<file path="src/rtl/countdown_timer_if.sv">
// Control/status bundle between a tick-driven countdown timer and its user.
// The master drives commands and tick qualification; the slave returns count and status.
interface countdown_timer_if #(
   parameter int MAX_LOAD = 255
);
   localparam int W = (MAX_LOAD < 1) ? 1 : $clog2(MAX_LOAD + 1);

   logic         load;
   logic [W-1:0] load_value;
   logic         start;
   logic         pause;
   logic         auto_reload;
   logic         tick_en;
   logic [W-1:0] count;
   logic         busy;
   logic         done;
   logic         expired;

   modport master (
      output load, load_value, start, pause, auto_reload, tick_en,
      input  count, busy, done, expired
   );

   modport slave (
      input  load, load_value, start, pause, auto_reload, tick_en,
      output count, busy, done, expired
   );
endinterface

</file>
<file path="src/rtl/countdown_timer.sv">
// Loadable down-counter with pause, optional auto-reload and an expiry pulse.
// Decrements once per qualified tick while running; every output is registered.
module countdown_timer #(
   parameter int MAX_LOAD = 255
) (
   input  logic              clk,
   input  logic              reset,
   countdown_timer_if.slave  bus
);
   localparam int W = (MAX_LOAD < 1) ? 1 : $clog2(MAX_LOAD + 1);

   typedef enum logic [1:0] {IDLE, RUN, PAUSED, DONE} state_t;

   state_t       state_q, state_d;
   logic [W-1:0] count_q, count_d;
   logic [W-1:0] reload_q, reload_d;
   logic         expired_q, expired_d;
   logic         busy_q, done_q;
   logic [W-1:0] load_sat;

   // Compared one bit wider so the check stays meaningful when MAX_LOAD fills W bits.
   always_comb begin
      if ({1'b0, bus.load_value} > (W+1)'(MAX_LOAD))
         load_sat = W'(MAX_LOAD);
      else
         load_sat = bus.load_value;
   end

   // NOTE: every signal gets a default first so no path through the case infers a latch.
   always_comb begin
      state_d   = state_q;
      count_d   = count_q;
      reload_d  = reload_q;
      expired_d = 1'b0;

      if (bus.load) begin
         count_d  = load_sat;
         reload_d = load_sat;
         state_d  = IDLE;
      end else begin
         unique case (state_q)
            IDLE: begin
               if (bus.start) begin
                  if (count_q != '0) begin
                     state_d = RUN;
                  end else begin
                     state_d   = DONE;
                     expired_d = 1'b1;
                  end
               end
            end
            RUN: begin
               if (bus.pause) begin
                  state_d = PAUSED;
               end else if (bus.tick_en) begin
                  if (count_q > W'(1)) begin
                     count_d = count_q - W'(1);
                  end else if (count_q == W'(1)) begin
                     expired_d = 1'b1;
                     if (bus.auto_reload && reload_q != '0) begin
                        count_d = reload_q;
                     end else begin
                        count_d = '0;
                        state_d = DONE;
                     end
                  end
               end
            end
            PAUSED: begin
               if (!bus.pause)
                  state_d = RUN;
            end
            DONE: begin
               if (bus.start) begin
                  count_d = reload_q;
                  if (reload_q != '0)
                     state_d = RUN;
                  else
                     expired_d = 1'b1;
               end
            end
            default: state_d = IDLE;
         endcase
      end
   end

   // NOTE: sequential state uses non-blocking assignments so all registers update together.
   always_ff @(posedge clk) begin
      if (reset) begin
         state_q   <= IDLE;
         count_q   <= '0;
         reload_q  <= '0;
         expired_q <= 1'b0;
         busy_q    <= 1'b0;
         done_q    <= 1'b0;
      end else begin
         state_q   <= state_d;
         count_q   <= count_d;
         reload_q  <= reload_d;
         expired_q <= expired_d;
         busy_q    <= (state_d == RUN) || (state_d == PAUSED);
         done_q    <= (state_d == DONE);
      end
   end

   assign bus.count   = count_q;
   assign bus.busy    = busy_q;
   assign bus.done    = done_q;
   assign bus.expired = expired_q;
endmodule

</file>
<file path="src/flat_wrapper.sv">
// flat-port wrapper written by rule: the top's interface ports become plain ports
module countdown_timer_flat 
#(
   parameter int MAX_LOAD = 255
)
  (clk, reset, bus_load, bus_load_value, bus_start, bus_pause, bus_auto_reload, bus_tick_en, bus_count, bus_busy, bus_done, bus_expired);
  countdown_timer_if #(.MAX_LOAD(MAX_LOAD)) bus_i ();
  input  logic clk;
  input  logic reset;
  input wire logic [$bits(bus_i.load)-1:0] bus_load;
  input wire logic [$bits(bus_i.load_value)-1:0] bus_load_value;
  input wire logic [$bits(bus_i.start)-1:0] bus_start;
  input wire logic [$bits(bus_i.pause)-1:0] bus_pause;
  input wire logic [$bits(bus_i.auto_reload)-1:0] bus_auto_reload;
  input wire logic [$bits(bus_i.tick_en)-1:0] bus_tick_en;
  output wire logic [$bits(bus_i.count)-1:0] bus_count;
  output wire logic [$bits(bus_i.busy)-1:0] bus_busy;
  output wire logic [$bits(bus_i.done)-1:0] bus_done;
  output wire logic [$bits(bus_i.expired)-1:0] bus_expired;
  assign bus_i.load = bus_load;
  assign bus_i.load_value = bus_load_value;
  assign bus_i.start = bus_start;
  assign bus_i.pause = bus_pause;
  assign bus_i.auto_reload = bus_auto_reload;
  assign bus_i.tick_en = bus_tick_en;
  assign bus_count = bus_i.count;
  assign bus_busy = bus_i.busy;
  assign bus_done = bus_i.done;
  assign bus_expired = bus_i.expired;
  countdown_timer #(.MAX_LOAD(MAX_LOAD)) u_core (.clk(clk), .reset(reset), .bus(bus_i));
endmodule
</file>
<file path="config.mk">
export PLATFORM = sky130hd
export DESIGN_NAME = countdown_timer_flat
export DESIGN_NICKNAME = d
export VERILOG_FILES = /design/src/rtl/countdown_timer_if.sv /design/src/rtl/countdown_timer.sv /design/src/flat_wrapper.sv
export SDC_FILE = /design/constraint.sdc
export NUM_CORES = 1
export LEC_CHECK = 0
export BUFFER_PORTS_ARGS = -buffer_cell sky130_fd_sc_hd__buf_2
export CAP_MARGIN = 10
export CORE_ASPECT_RATIO = 0.8
export CORE_MARGIN = 2
export CORE_UTILIZATION = 34
export CTS_BUF_LIST = sky130_fd_sc_hd__clkbuf_2 sky130_fd_sc_hd__clkbuf_4 sky130_fd_sc_hd__clkbuf_8
export DETAILED_ROUTE_END_ITERATION = 8
export HOLD_SLACK_MARGIN = 0.15
export SETUP_SLACK_MARGIN = 0.02
export SLEW_MARGIN = 10
export SYNTH_ARGS = -nofsm -noshare
export SYNTH_HDL_FRONTEND = slang
export SYNTH_SLANG_ARGS = --single-unit
</file>
<file path="constraint.sdc">
create_clock -name clk -period 3.7 [get_ports clk]
set_input_delay 0.555 -clock clk [delete_from_list [all_inputs] [get_ports clk]]
set_output_delay 0.555 -clock clk [all_outputs]
set_load 0.02 [all_outputs]
</file>
==> impl_summary.md, run 1 <==
Run status
The run finished with clean final reports.

Clock network
The tree is rooted in a sky130_fd_sc_hd__clkbuf_8. The clock reaches the later pin of the worst-skew pair after 260 ps. Counting along the longest clock path gives a buffer depth of 2.

The clock net in this run drives a total of 21 sinks. The TritonCTS clock tree is built. The clock transition time at the flip-flop clock pins of the worst setup and hold paths is 80 ps.

The level count of the clock H-tree is 1. TritonCTS created 3 clock buffers. The number of hold buffers added after CTS was 0. Buffers added to address setup during post-CTS repair amount to 0. The post-cts repair resize count is 0.

Worst setup path
The data required time at the worst endpoint is 3880 ps. The sum of buffers and inverters on the critical path is 2. Data on the critical path arrives at its endpoint at 2660 ps. The slowest stage of the critical path is the sky130_fd_sc_hd__o22ai_2 cell. Walking the worst path, the cells encountered are inv_1, ha_1, inv_2, or4_4, o22ai_2, a2111oi_0, a211oi_1. The type of element launching the critical path is a flop. The endpoint kind of the worst setup timing path is a flop.

The most critical setup path has its startpoint at u_core.bus.count[0]. In this run the worst path has a maximum fanout of 14. On the worst path, the slowest cell contributes a delay of 580 ps.

The worst register-to-register path begins at u_core.bus.count[0]. The cell type group with the largest total delay on the critical path is compound AO/OA/AOI/OAI gates. The critical path in this run is classified as flop to flop.

STA
Of the available clock period, the critical path in the final layout requires 0.6696. The final number of hold-violating endpoints is 0. The worst slew margin relative to its limit is 0.5121. The worst-margin pin slew is 731.9 ps. For the final database, setup skew stands at 2.504 ps. The highest clock rate is 403.7 MHz. Setup violations remaining at the end of the flow were counted as 0.

Subtracting the final worst setup slack from the clock period gives 2477 ps. Setup repair after global routing left no endpoint under its margin. The number of max-slew violations in the final report is 0.

In the final timing run, aggregate negative setup slack is 0 ps.

Floorplanning
The die boundary height is 60.94 µm. For this configuration, the core starts out at a cell density of 0.3575. The floorplan step defined a die boundary enclosing 4580 µm². The number of placement rows is 20. Measured along the x axis, the die boundary spans 75.17 µm. The floorplan step defined a core boundary enclosing 3854 µm². For this design the top-level I/O count stands at 26.

Detailed routing
After detailed routing, the number of vias per cell comes to 5.496. The total via count in the routed design is 1352. The DRC violations left is 0. The post-detailed-routing wire length is 3556 µm. The detail route stage leaves a number of antenna-violating nets equal to 0. The length of the first detailed-routing pass in iterations is 4. The detailed router finished its first iteration with 121 violations. The wire length per cell is 14.46 µm.

Logic synthesis
Sorting the synthesized cells by area gives the leading types as sky130_fd_sc_hd__dfxtp_1 31%, sky130_fd_sc_hd__ha_1 8.2%, sky130_fd_sc_hd__nor2_1 4.6%. In this run, synthesis produced a sequential element count of 21. Synthesis produced a netlist with a net count of 193. Summed over all instances, the cell type with the most area after synthesis is sky130_fd_sc_hd__dfxtp_1.

In this run, distinct cell masters in the synthesized netlist total 46. In the synthesized netlist the dominant register cell turns out to be sky130_fd_sc_hd__dfxtp_1. The top-area cell type share of the netlist area is 0.3052. The netlist area before placement is 1378 µm². By count the netlist is led by 21 x sky130_fd_sc_hd__dfxtp_1, 17 x sky130_fd_sc_hd__nor2_1, 11 x sky130_fd_sc_hd__inv_1, 11 x sky130_fd_sc_hd__nor3_1, 10 x sky130_fd_sc_hd__a21oi_1. The share of the Yosys chip area taken by registers is 0.3052. For this run, the number of Yosys warnings is 0. A synthesized cell averages 8.151 µm². The share of synthesized flip-flops with an asynchronous set or reset is 0.

The synthesized design contains 0 enable-type register cells. The count of mapped cells out of synthesis is 169. The most frequent cell after synthesis is sky130_fd_sc_hd__dfxtp_1.

Placed design
At the end of routability-driven placement, the weighted congestion stood at 0.8372. The wire-length estimate of the detail-placed layout is 2686 µm. The count of buffers added on input and output ports is 25.

Pwr
In this run the power density over the cells is 435.9 nW/µm². The cell leakage power is 0.0006668 µW. The net switching power is 260.8 µW.

The maximum vdd drop is 0.0001805 V. The share of total power dissipated in combinational logic is 0.370. The internal power is 429.7 µW. The register share of total power is 0.399.

The switching share of power is 0.3778. The share of total power dissipated in the clock network is 0.231.

GRT
Entering global routing, the biggest net connects 27 pins. The total congestion overflow is 0. The number of antenna violations at the first check in global routing was 0. The via count of the first global-routing pass is 1183. The first global-routing pass estimated 5885 µm of wire. For this run, the total global-route usage over all layers was measured as 0.1696.

Final layout
The post-layout utilization of the core is 0.4110. The antenna diode count is 0. At the end of the flow, the number of nets in the layout was 216. The post-synthesis to final-layout area growth is 14.99%. The proportion of layout cells with a drive suffix above 1 is 0.1990. The number of inserted filler cells in the final layout is 430.

Flow run
Max-cap violations in this run came to 0.

Min path
The source of the worst hold timing path is u_core.bus.count[4]. The classification of the worst-slack hold path is flop to flop.
==> layer usage <==
layer  vias up  wire length, µm  track usage
met2        50             1325       0.2231
met3         2              268      0.04983
met1       632             1947       0.2730
li1        668                -            -
met4         0               14      0.02256
met5         -                0            0
==> layout make-up <==
class	instances	area, µm²	area share
Clock buffer	4	48.80	0.03081
Tap cell	55	68.82	0.04344
Timing Repair Buffer	25	125.1	0.07899
Multi-Input combinational cell	129	875.8	0.5529
Sequential cell	21	420.4	0.2654
Inverter	12	45.04	0.02844
==> cells in the final DEF (no fill, tap or decap), drive strengths merged, types with 2 or more instances in the layout <==
master   count
buf         25
dfxtp       21
nor2        17
inv         12
a21oi       12
nor3        11
ha           9
nor4         7
nor2b        7
o21ai        6
nand2        6
mux2i        6
nand3        5
o22ai        4
a211oi       4
clkbuf       4
a22oi        3
o31ai        3
a2111oi      3
a221oi       3
and3         2
a21boi       2
and2         2
a21o         2
a31oi        2
==> worst reg2reg max path, stage by stage, from the launching register on <==
cell	delay (ps)
sky130_fd_sc_hd__dfxtp_1	390
sky130_fd_sc_hd__inv_1	150
sky130_fd_sc_hd__ha_1	290
sky130_fd_sc_hd__inv_2	90
sky130_fd_sc_hd__or4_4	520
sky130_fd_sc_hd__o22ai_2	580
sky130_fd_sc_hd__a2111oi_0	150
sky130_fd_sc_hd__a211oi_1	230
==> kinds of logic after synthesis <==
group,after synthesis,share of synthesized area
adder cells (fa/ha/maj),9,0.08175
XOR/XNOR,1,0.006359
AND/OR/NAND/NOR,64,0.2407
flip-flops,21,0.3052
AO/OA/AOI/OAI,48,0.2552
buffers and inverters,19,0.05903
multiplexers,7,0.05177
==> stage by stage <==
step / total power [µW] / hold slack [ps] / cells / instance area (µm²) / setup slack [ps]
global route: 736.0 / 548.8 / 246 / 1584 / 1060
detailed placement: 531.1 / 501.9 / 242 / 1535 / 1254
global placement: 531.9 / 500.7 / 242 / 1535 / 1286
floorplan: 466.1 / 469.7 / 169 / 1378 / 1387
CTS: 692.0 / 514.0 / 246 / 1584 / 1252
finish: 690.5 / 513.3 / 246 / 1584 / 1223
==> power groups by stage <==
stage,registers (µW),logic [µW],clock network [µW]
detailed placement,280,251,0
global placement,280,251,0
floorplan,293,173,0
CTS,275,253,164
global route,280,284,172
finish,276,255,160
==> state kept, by name, summed over array words and instances (netlist names) <==
signal              cells
u_core.bus.count        8
u_core.state_q          2
u_core.bus.expired      1
u_core.bus.busy         1
u_core.reload_q         8
u_core.bus.done         1
==> worst paths after layout <==
kind / end / slack (ps) / cells past startpoint
max: u_core.bus.count[0] / 1220 / 7
min: u_core.bus.count[4] / 510 / 2
max reg2reg: u_core.bus.count[0] / 1220 / 7
min reg2reg: u_core.bus.count[4] / 510 / 2
Note: power is estimated with default switching activity, not from simulation.
==> run 2, diff against run 1 <==
clock period = 2.15 ns   (was 3.7 ns; I/O delays follow)
==> run 2 against run 1 <==
Compared with the run above:
- cell count increased by 11%
- sequential power increased by 66%
- die area unchanged
- power increased by 90%
- critical path depth unchanged
- critical path type unchanged
==> impl_summary.md, run 2 (same netlist as run 1, synthesis figures left out) <==
Run status
Run status: completed (unchanged).

Clock network
The clock tree buffer depth is 2 (unchanged). The clock latency reported for the late side of the worst-skew pair was 260 ps (about the same). The cts-stage hold buffer count is 0 (unchanged). The number of clock sinks came to 21 (unchanged). The clock root buffer is sky130_fd_sc_hd__clkbuf_8 (unchanged).

The level count of the clock H-tree is 1 (unchanged). The clock transition time at the flip-flop clock pins of the worst setup and hold paths was 80 ps (about the same). The CTS buffer count is 3 (unchanged). The TritonCTS clock tree is built (unchanged).

Detailed routing
The remaining antenna violation count after routing is 0 (unchanged). The post-detailed-routing wire length was 3778 µm (was 3556 µm). The DRC violations left is 0 (unchanged). The total via count in the routed design is 1418 (was 1352). The initial DRC count is 94 (was 121). The wire length per cell is 13.84 µm (was 14.46 µm).

The length of the first detailed-routing pass in iterations is 5 (was 4). The via density per instance is 5.194 (was 5.496).

STA
The highest clock rate was 492.2 MHz (was 403.7 MHz). The number of endpoints failing setup at the final stage is 0 (unchanged). The minimum hold slack was 308.4 ps (was 513.3 ps).

The setup skew after layout is 2.892 ps (was 2.504 ps). The minimum clock period after layout is 2032 ps (was 2477 ps). The number of max-slew violations in the final report is 0 (unchanged).

The final period utilization was 0.9450 (was 0.6696). The worst-margin pin slew is 482.7 ps (was 731.9 ps). The final-layout setup total negative slack came to 0 ps (unchanged). Setup repair after global routing missed its margin: true (was false).

The final worst-path setup slack is 118.3 ps (was 1223 ps). The worst slew margin relative to its limit came to 0.6752 (was 0.5121). The final number of hold-violating endpoints is 0 (unchanged).

Final layout
The antenna diode count came to 0 (unchanged). The filler-free cell count of the finished design is 273 (was 246). The proportion of layout cells with a drive suffix above 1 was 0.3440 (was 0.1990). The post-synthesis to final-layout area growth is 33.61% (was 14.99%).

The post-layout utilization of the core came to 0.4776 (was 0.4110). Commonest non-fill, non-tap cells in the layout: 26 x sky130_fd_sc_hd__buf_4, 25 x sky130_fd_sc_hd__buf_2, 18 x sky130_fd_sc_hd__dfxtp_1 (was 25 x sky130_fd_sc_hd__buf_2, 21 x sky130_fd_sc_hd__dfxtp_1, 17 x sky130_fd_sc_hd__nor2_1). The commonest non-fill, non-tap cell in the layout is sky130_fd_sc_hd__buf_4 (was sky130_fd_sc_hd__buf_2). The number of inserted filler cells in the final layout is 402 (was 430). The final net count was 243 (was 216).

GRT
The first-pass GRT wire length is 5968 µm (was 5885 µm). The total congestion overflow was 0 (unchanged). The via count of the first global-routing pass came to 1232 (was 1183). The global routing usage summed across all routing layers is 0.1733 (was 0.1696). The pin count of the biggest net entering global routing is 23 (was 27). The number of antenna violations at the first check in global routing is 0 (unchanged).

Worst setup path
The endpoint kind of the worst setup timing path is a flop (unchanged). The terminus of the critical flop-to-flop path is u_core.bus.count[0] (unchanged). The type of element launching the critical path is a flop (unchanged). The data arrival time at the worst-slack endpoint is 2160 ps (was 2660 ps). The slack of the worst reg-to-reg path is 120 ps (was 1220 ps). The data required time at the worst endpoint is 2280 ps (was 3880 ps). The depth of the worst register-to-register path came to 7 (unchanged). The origin of the critical flop-to-flop path is u_core.bus.count[0] (unchanged). The maximum fanout along the worst path is 4 (was 14). The critical path class is flop to flop (unchanged).

Floorplanning
The number of placement rows is 20 (unchanged). The initial core utilization came to 0.3575 (unchanged). The total core area was 3854 µm² (unchanged). The width of the die is 75.17 µm (unchanged).

The number of I/O pins is 26 (unchanged). The die boundary height was 60.94 µm (unchanged). The die area is 4580 µm² (unchanged).

Min path
The source of the worst hold timing path is bus_load_value[3] (was u_core.bus.count[4]). The cell depth of the worst hold path is 3 (was 2). The classification of the worst-slack hold path is primary input to flop (was flop to flop). The endpoint of the worst hold path is u_core.reload_q[3] (was u_core.bus.count[4]).

Placed design
The detailed-placement wirelength estimate is 2887 µm (was 2686 µm). The cell total after placement is 268 (was 242). The worst slack at placement came to 3.126 ps (was 1254 ps). The number of buffers inserted by port buffering is 25 (unchanged).

The final weighted congestion in routability-driven placement came to 0.9013 (was 0.8372).

Flow run
The number of max-capacitance violations reported came to 0 (unchanged).

Pwr
The power per cell area is 714.4 nW/µm² (was 435.9 nW/µm²). The cell leakage power is 0.0008091 µW (was 0.0006668 µW). The maximum vdd drop was 0.0003296 V (was 0.0001805 V).
[run 2: cell types whose count changed in the layout (fill, tap and decap cells not counted), moves of 2 or more]
| cell | change |
|---|---|
| sky130_fd_sc_hd__ha_2 | +2 |
| sky130_fd_sc_hd__a2111oi_0 | -2 |
| sky130_fd_sc_hd__dfxtp_1 | -3 |
| sky130_fd_sc_hd__ha_1 | -2 |
| sky130_fd_sc_hd__dfxtp_2 | +3 |
| sky130_fd_sc_hd__buf_4 | +26 |
| sky130_fd_sc_hd__a2111oi_2 | +2 |
[run 2: cell type report]
class	instances	area, µm²	area share
well taps	55	68.82	0.03739
flip-flops and latches	21	424.2	0.2305
clock inverters	1	5.005	0.002719
multi-input cells	129	915.9	0.4976
clock buffers	3	41.29	0.02243
inverters	12	45.04	0.02447
repair buffers	52	340.3	0.1849
[run 2: worst max-delay path, stage by stage (launching register included)]
cell and delay [ps]:
sky130_fd_sc_hd__dfxtp_2 370, sky130_fd_sc_hd__inv_1 90, sky130_fd_sc_hd__ha_2 210, sky130_fd_sc_hd__or2_1 260
sky130_fd_sc_hd__and3_1 220, sky130_fd_sc_hd__a21o_1 240, sky130_fd_sc_hd__a2111oi_2 420, sky130_fd_sc_hd__a211oi_1 90
[run 2: how the worst max path moves through the flow]
stage / startpoint / to / slack (ps) / cells after the start
2_1_floorplan: u_core.bus.count[1] / u_core.bus.busy / -0.4 / 9
3_3_place_gp: u_core.bus.count[0] / u_core.bus.count[5] / 100 / 7
3_5_place_dp: u_core.bus.count[1] / u_core.bus.busy / 3 / 9
4_1_cts: u_core.bus.count[0] / u_core.bus.count[5] / 80 / 7
5_1_grt: u_core.bus.count[0] / u_core.bus.count[5] / 9 / 7
6_report: u_core.bus.count[0] / u_core.bus.count[0] / 120 / 7
[run 2: timing repair]
item,in CTS,in global routing
gates resized for setup,1,9
pin swaps,0,3
gates cloned,0,0
setup buffers,0,1
endpoints found under the setup margin,1,7
[run 2: power by group]
part           switching [µW]  internal [µW]  leakage (µW)  total, µW
clock                     135            129     0.0000255        264
combinational             325            268      0.000610        593
sequential               29.1            429      0.000174        458
total                     489            826      0.000809       1310
[run 2: per-layer routing]
metal / vias to the layer above / wire length, µm / GRT usage
met5: - / 0 / 0
met4: 0 / 10 / 0.03008
met3: 2 / 246 / 0.04651
met2: 47 / 1480 / 0.2331
met1: 646 / 2042 / 0.2748
li1: 723 / - / -
[run 2: metrics by stage]
| step | instance area [µm²] | power (µW) |
|---|---|---|
| CTS | 1798 | 1299 |
| detailed placement | 1747 | 1023 |
| floorplan | 1381 | 804.6 |
| finish | 1841 | 1315 |
| global route | 1841 | 1406 |
| global placement | 1747 | 1026 |
==> run 3, diff against run 2 <==
CORE_UTILIZATION = 55   (was 34)
PLACE_DENSITY = 0.79   (was not set)
clock period = 2 ns   (was 2.15 ns; I/O delays follow)
==> run 3 against run 2 <==
Compared with the run above:
- the flow now finishes with violations (setup timing)
- power up 15%
- cell count down 7.7%
- fmax up 1.0%
- register-to-register slack worse by 130 ps
- sequential power up 12%
- via count up 22%
- critical path type unchanged
==> impl_summary.md, run 3 (same netlist as run 1, synthesis figures left out) <==
Clock network
The TritonCTS clock tree is built (unchanged). The CTS buffer count was 3 (unchanged). The clock transition time at the flip-flop clock pins of the worst setup and hold paths is 130 ps (was 80 ps). The clock root buffer is sky130_fd_sc_hd__clkbuf_4 (was sky130_fd_sc_hd__clkbuf_8). The clock latency reported for the late side of the worst-skew pair is 330 ps (was 260 ps). The clock tree buffer depth came to 2 (unchanged). The number of clock sinks is 21 (unchanged). The cts-stage hold buffer count came to 0 (unchanged).

The level count of the clock H-tree is 1 (unchanged).

GRT
The number of antenna violations at the first check in global routing was 0 (unchanged). The via count of the first global-routing pass is 1476 (was 1232). The met2 usage is 0.4656 (was 0.2331).

The global-route met1 utilization is 0.4474 (was 0.2748). The first-pass GRT wire length is 6865 µm (was 5968 µm). The pin count of the biggest net entering global routing is 23 (unchanged). The global-route track usage on met3 is 0.08556 (was 0.04651). The global routing usage summed across all routing layers was 0.3102 (was 0.1733). The most utilized layer in the global route result was met2 (was met1). The total congestion overflow is 0 (unchanged).

Detailed routing
The remaining antenna violation count after routing is 0 (unchanged). The length of the first detailed-routing pass in iterations came to 8 (was 5). The total via count in the routed design is 1733 (was 1418). The via density per instance is 6.877 (was 5.194). The wire length per cell is 20.55 µm (was 13.84 µm). The DRC violations left was 0 (unchanged). The initial DRC count is 231 (was 94).

The post-detailed-routing wire length is 5178 µm (was 3778 µm).

Placed design
The number of buffers inserted by port buffering came to 25 (unchanged). The worst slack at placement is -51.15 ps (was 3.126 ps). The final weighted congestion in routability-driven placement is 1.028 (was 0.9013). The detailed-placement wirelength estimate is 3042 µm (was 2887 µm).

Min path
The cell depth of the worst hold path is 3 (unchanged). The endpoint of the worst hold path is u_core.reload_q[3] (unchanged). The classification of the worst-slack hold path is primary input to flop (unchanged). The source of the worst hold timing path was bus_load_value[3] (unchanged).

Flow run
The number of max-capacitance violations reported is 0 (unchanged).

Final layout
The number of inserted filler cells in the final layout came to 129 (was 402). The post-layout utilization of the core was 0.8411 (was 0.4776). Commonest non-fill, non-tap cells in the layout: 31 x sky130_fd_sc_hd__buf_4, 25 x sky130_fd_sc_hd__buf_2, 17 x sky130_fd_sc_hd__dfxtp_1 (was 26 x sky130_fd_sc_hd__buf_4, 25 x sky130_fd_sc_hd__buf_2, 18 x sky130_fd_sc_hd__dfxtp_1).

The antenna diode count is 0 (unchanged). The proportion of layout cells with a drive suffix above 1 is 0.4756 (was 0.3440). The commonest non-fill, non-tap cell in the layout is sky130_fd_sc_hd__buf_4 (unchanged). The final net count is 250 (was 243). The post-synthesis to final-layout area growth is 46.68% (was 33.61%).

Worst setup path
The endpoint kind of the worst setup timing path is a flop (unchanged). The critical path class is flop to flop (unchanged). The depth of the worst register-to-register path was 8 (was 7). The slack of the worst reg-to-reg path was -10 ps (was 120 ps). The maximum fanout along the worst path is 4 (unchanged). The data arrival time at the worst-slack endpoint is 2220 ps (was 2160 ps).

The data required time at the worst endpoint is 2210 ps (was 2280 ps). The terminus of the critical flop-to-flop path was u_core.bus.count[5] (was u_core.bus.count[0]). The origin of the critical flop-to-flop path is u_core.state_q[1] (was u_core.bus.count[0]). The type of element launching the critical path is a flop (unchanged).

Floorplanning
The initial core utilization came to 0.5734 (was 0.3575). The die area is 2923 µm² (was 4580 µm²). The number of I/O pins is 26 (unchanged).

The number of placement rows is 16 (was 20). The die boundary height is 48.76 µm (was 60.94 µm). The width of the die came to 59.96 µm (was 75.17 µm). The total core area is 2402 µm² (was 3854 µm²).

STA
The minimum clock period after layout is 2011 ps (was 2032 ps). The number of max-slew violations in the final report was 0 (unchanged). The final number of hold-violating endpoints was 0 (unchanged). The setup skew after layout is 6.888 ps (was 2.892 ps). The final period utilization is 1.006 (was 0.9450). The worst slew margin relative to its limit is 0.6383 (was 0.6752). The worst-margin pin slew is 537.6 ps (was 482.7 ps).

Setup repair after global routing missed its margin: true (unchanged). The highest clock rate is 497.2 MHz (was 492.2 MHz). The final worst-path setup slack is -11.08 ps (was 118.3 ps). The number of endpoints failing setup at the final stage is 1 (was 0).

Pwr
The net switching power is 627.9 µW (was 488.7 µW). The fraction of power consumed by combinational cells is 0.517 (was 0.451). The clock share of power is 0.145 (was 0.201). The register share of total power is 0.338 (was 0.348). The switching share of power came to 0.4139 (was 0.3717).

The cell leakage power was 0.0008632 µW (was 0.0008091 µW). The power per cell area is 750.8 nW/µm² (was 714.4 nW/µm²). The maximum vdd drop is 0.0006158 V (was 0.0003296 V).

The internal power is 889.2 µW (was 826.1 µW).

Run status
Run status: finished with violations (was completed). The final reports fail on setup timing.
==> run 3: cell count changes in the layout (fill, tap and decap cells not counted), moves of 3 or more <==
cell / delta
sky130_fd_sc_hd__clkbuf_4: +3
sky130_fd_sc_hd__dfxtp_4: +4
sky130_fd_sc_hd__buf_4: +5
sky130_fd_sc_hd__dfxtp_2: -3
sky130_fd_sc_hd__inv_1: -3
sky130_fd_sc_hd__ha_4: +3
sky130_fd_sc_hd__nor3_1: -3
sky130_fd_sc_hd__clkbuf_8: -3
sky130_fd_sc_hd__ha_1: -3
==> run 3: power by group through the flow <==
stage,clock [µW],combinational [µW],sequential [µW]
CTS,217,662,495
floorplan,0,332,546
global route,238,826,516
detailed placement,0,623,506
global placement,0,612,503
finish,220,784,513
==> run 3: worst max-delay path: stages, from the launching register on <==
cell,delay [ps]
sky130_fd_sc_hd__dfxtp_4,380
sky130_fd_sc_hd__inv_2,80
sky130_fd_sc_hd__ha_4,140
sky130_fd_sc_hd__buf_4,120
sky130_fd_sc_hd__nor2b_1,50
sky130_fd_sc_hd__or4_4,450
sky130_fd_sc_hd__a21oi_2,200
sky130_fd_sc_hd__nor3_2,70
sky130_fd_sc_hd__a2111oi_1,410
==> run 3: what timing repair did <==
action / in CTS / in global routing
endpoints found under the setup margin: 8 / 11
resized for setup: 15 / 31
pin swaps: 6 / 16
buffers inserted: 3 / 2
endpoints found under the hold margin: 0 / 0
==> run 3: worst max-delay path by stage <==
stage	from	to	slack, ps
after floorplan	u_core.bus.count[0]	u_core.bus.count[0]	5
after global placement	u_core.state_q[0]	u_core.bus.count[3]	40
final	u_core.state_q[1]	u_core.bus.count[5]	-10
after detailed placement	u_core.bus.count[0]	u_core.bus.count[5]	-50
after CTS	u_core.bus.count[0]	u_core.bus.count[5]	-8
after global routing	u_core.reload_q[3]	u_core.bus.busy	-70
==> run 3: layer usage <==
metal	vias up	share of wire	wire [µm]
met5	-	0	0
li1	738	-	-
met2	146	0.45	2332
met1	807	0.37	1940
met4	0	0.042	216
met3	42	0.13	689
==> run 3: final cells by class <==
class,instances,area [µm²],area share
clock inverters,1,5.005,0.002477
clock buffers,3,22.52,0.01115
repair buffers,59,400.4,0.1981
flip-flops and latches,21,435.4,0.2155
inverters,12,52.55,0.02601
multi-input cells,129,1071,0.5300
well taps,27,33.78,0.01672
==> run 3: stage by stage <==
step	instance area [µm²]	hold slack (ps)	TNS [ps]	total power [µW]	instances
final	2021	226.1	-11.08	1517	252
after global routing	2021	251.8	-164.7	1581	252
after CTS	1862	228.5	-8.121	1375	250
after detailed placement	1754	500.2	-120.8	1129	243
after global placement	1754	490.7	0	1115	243
after floorplan	1401	376.8	0	878.5	169
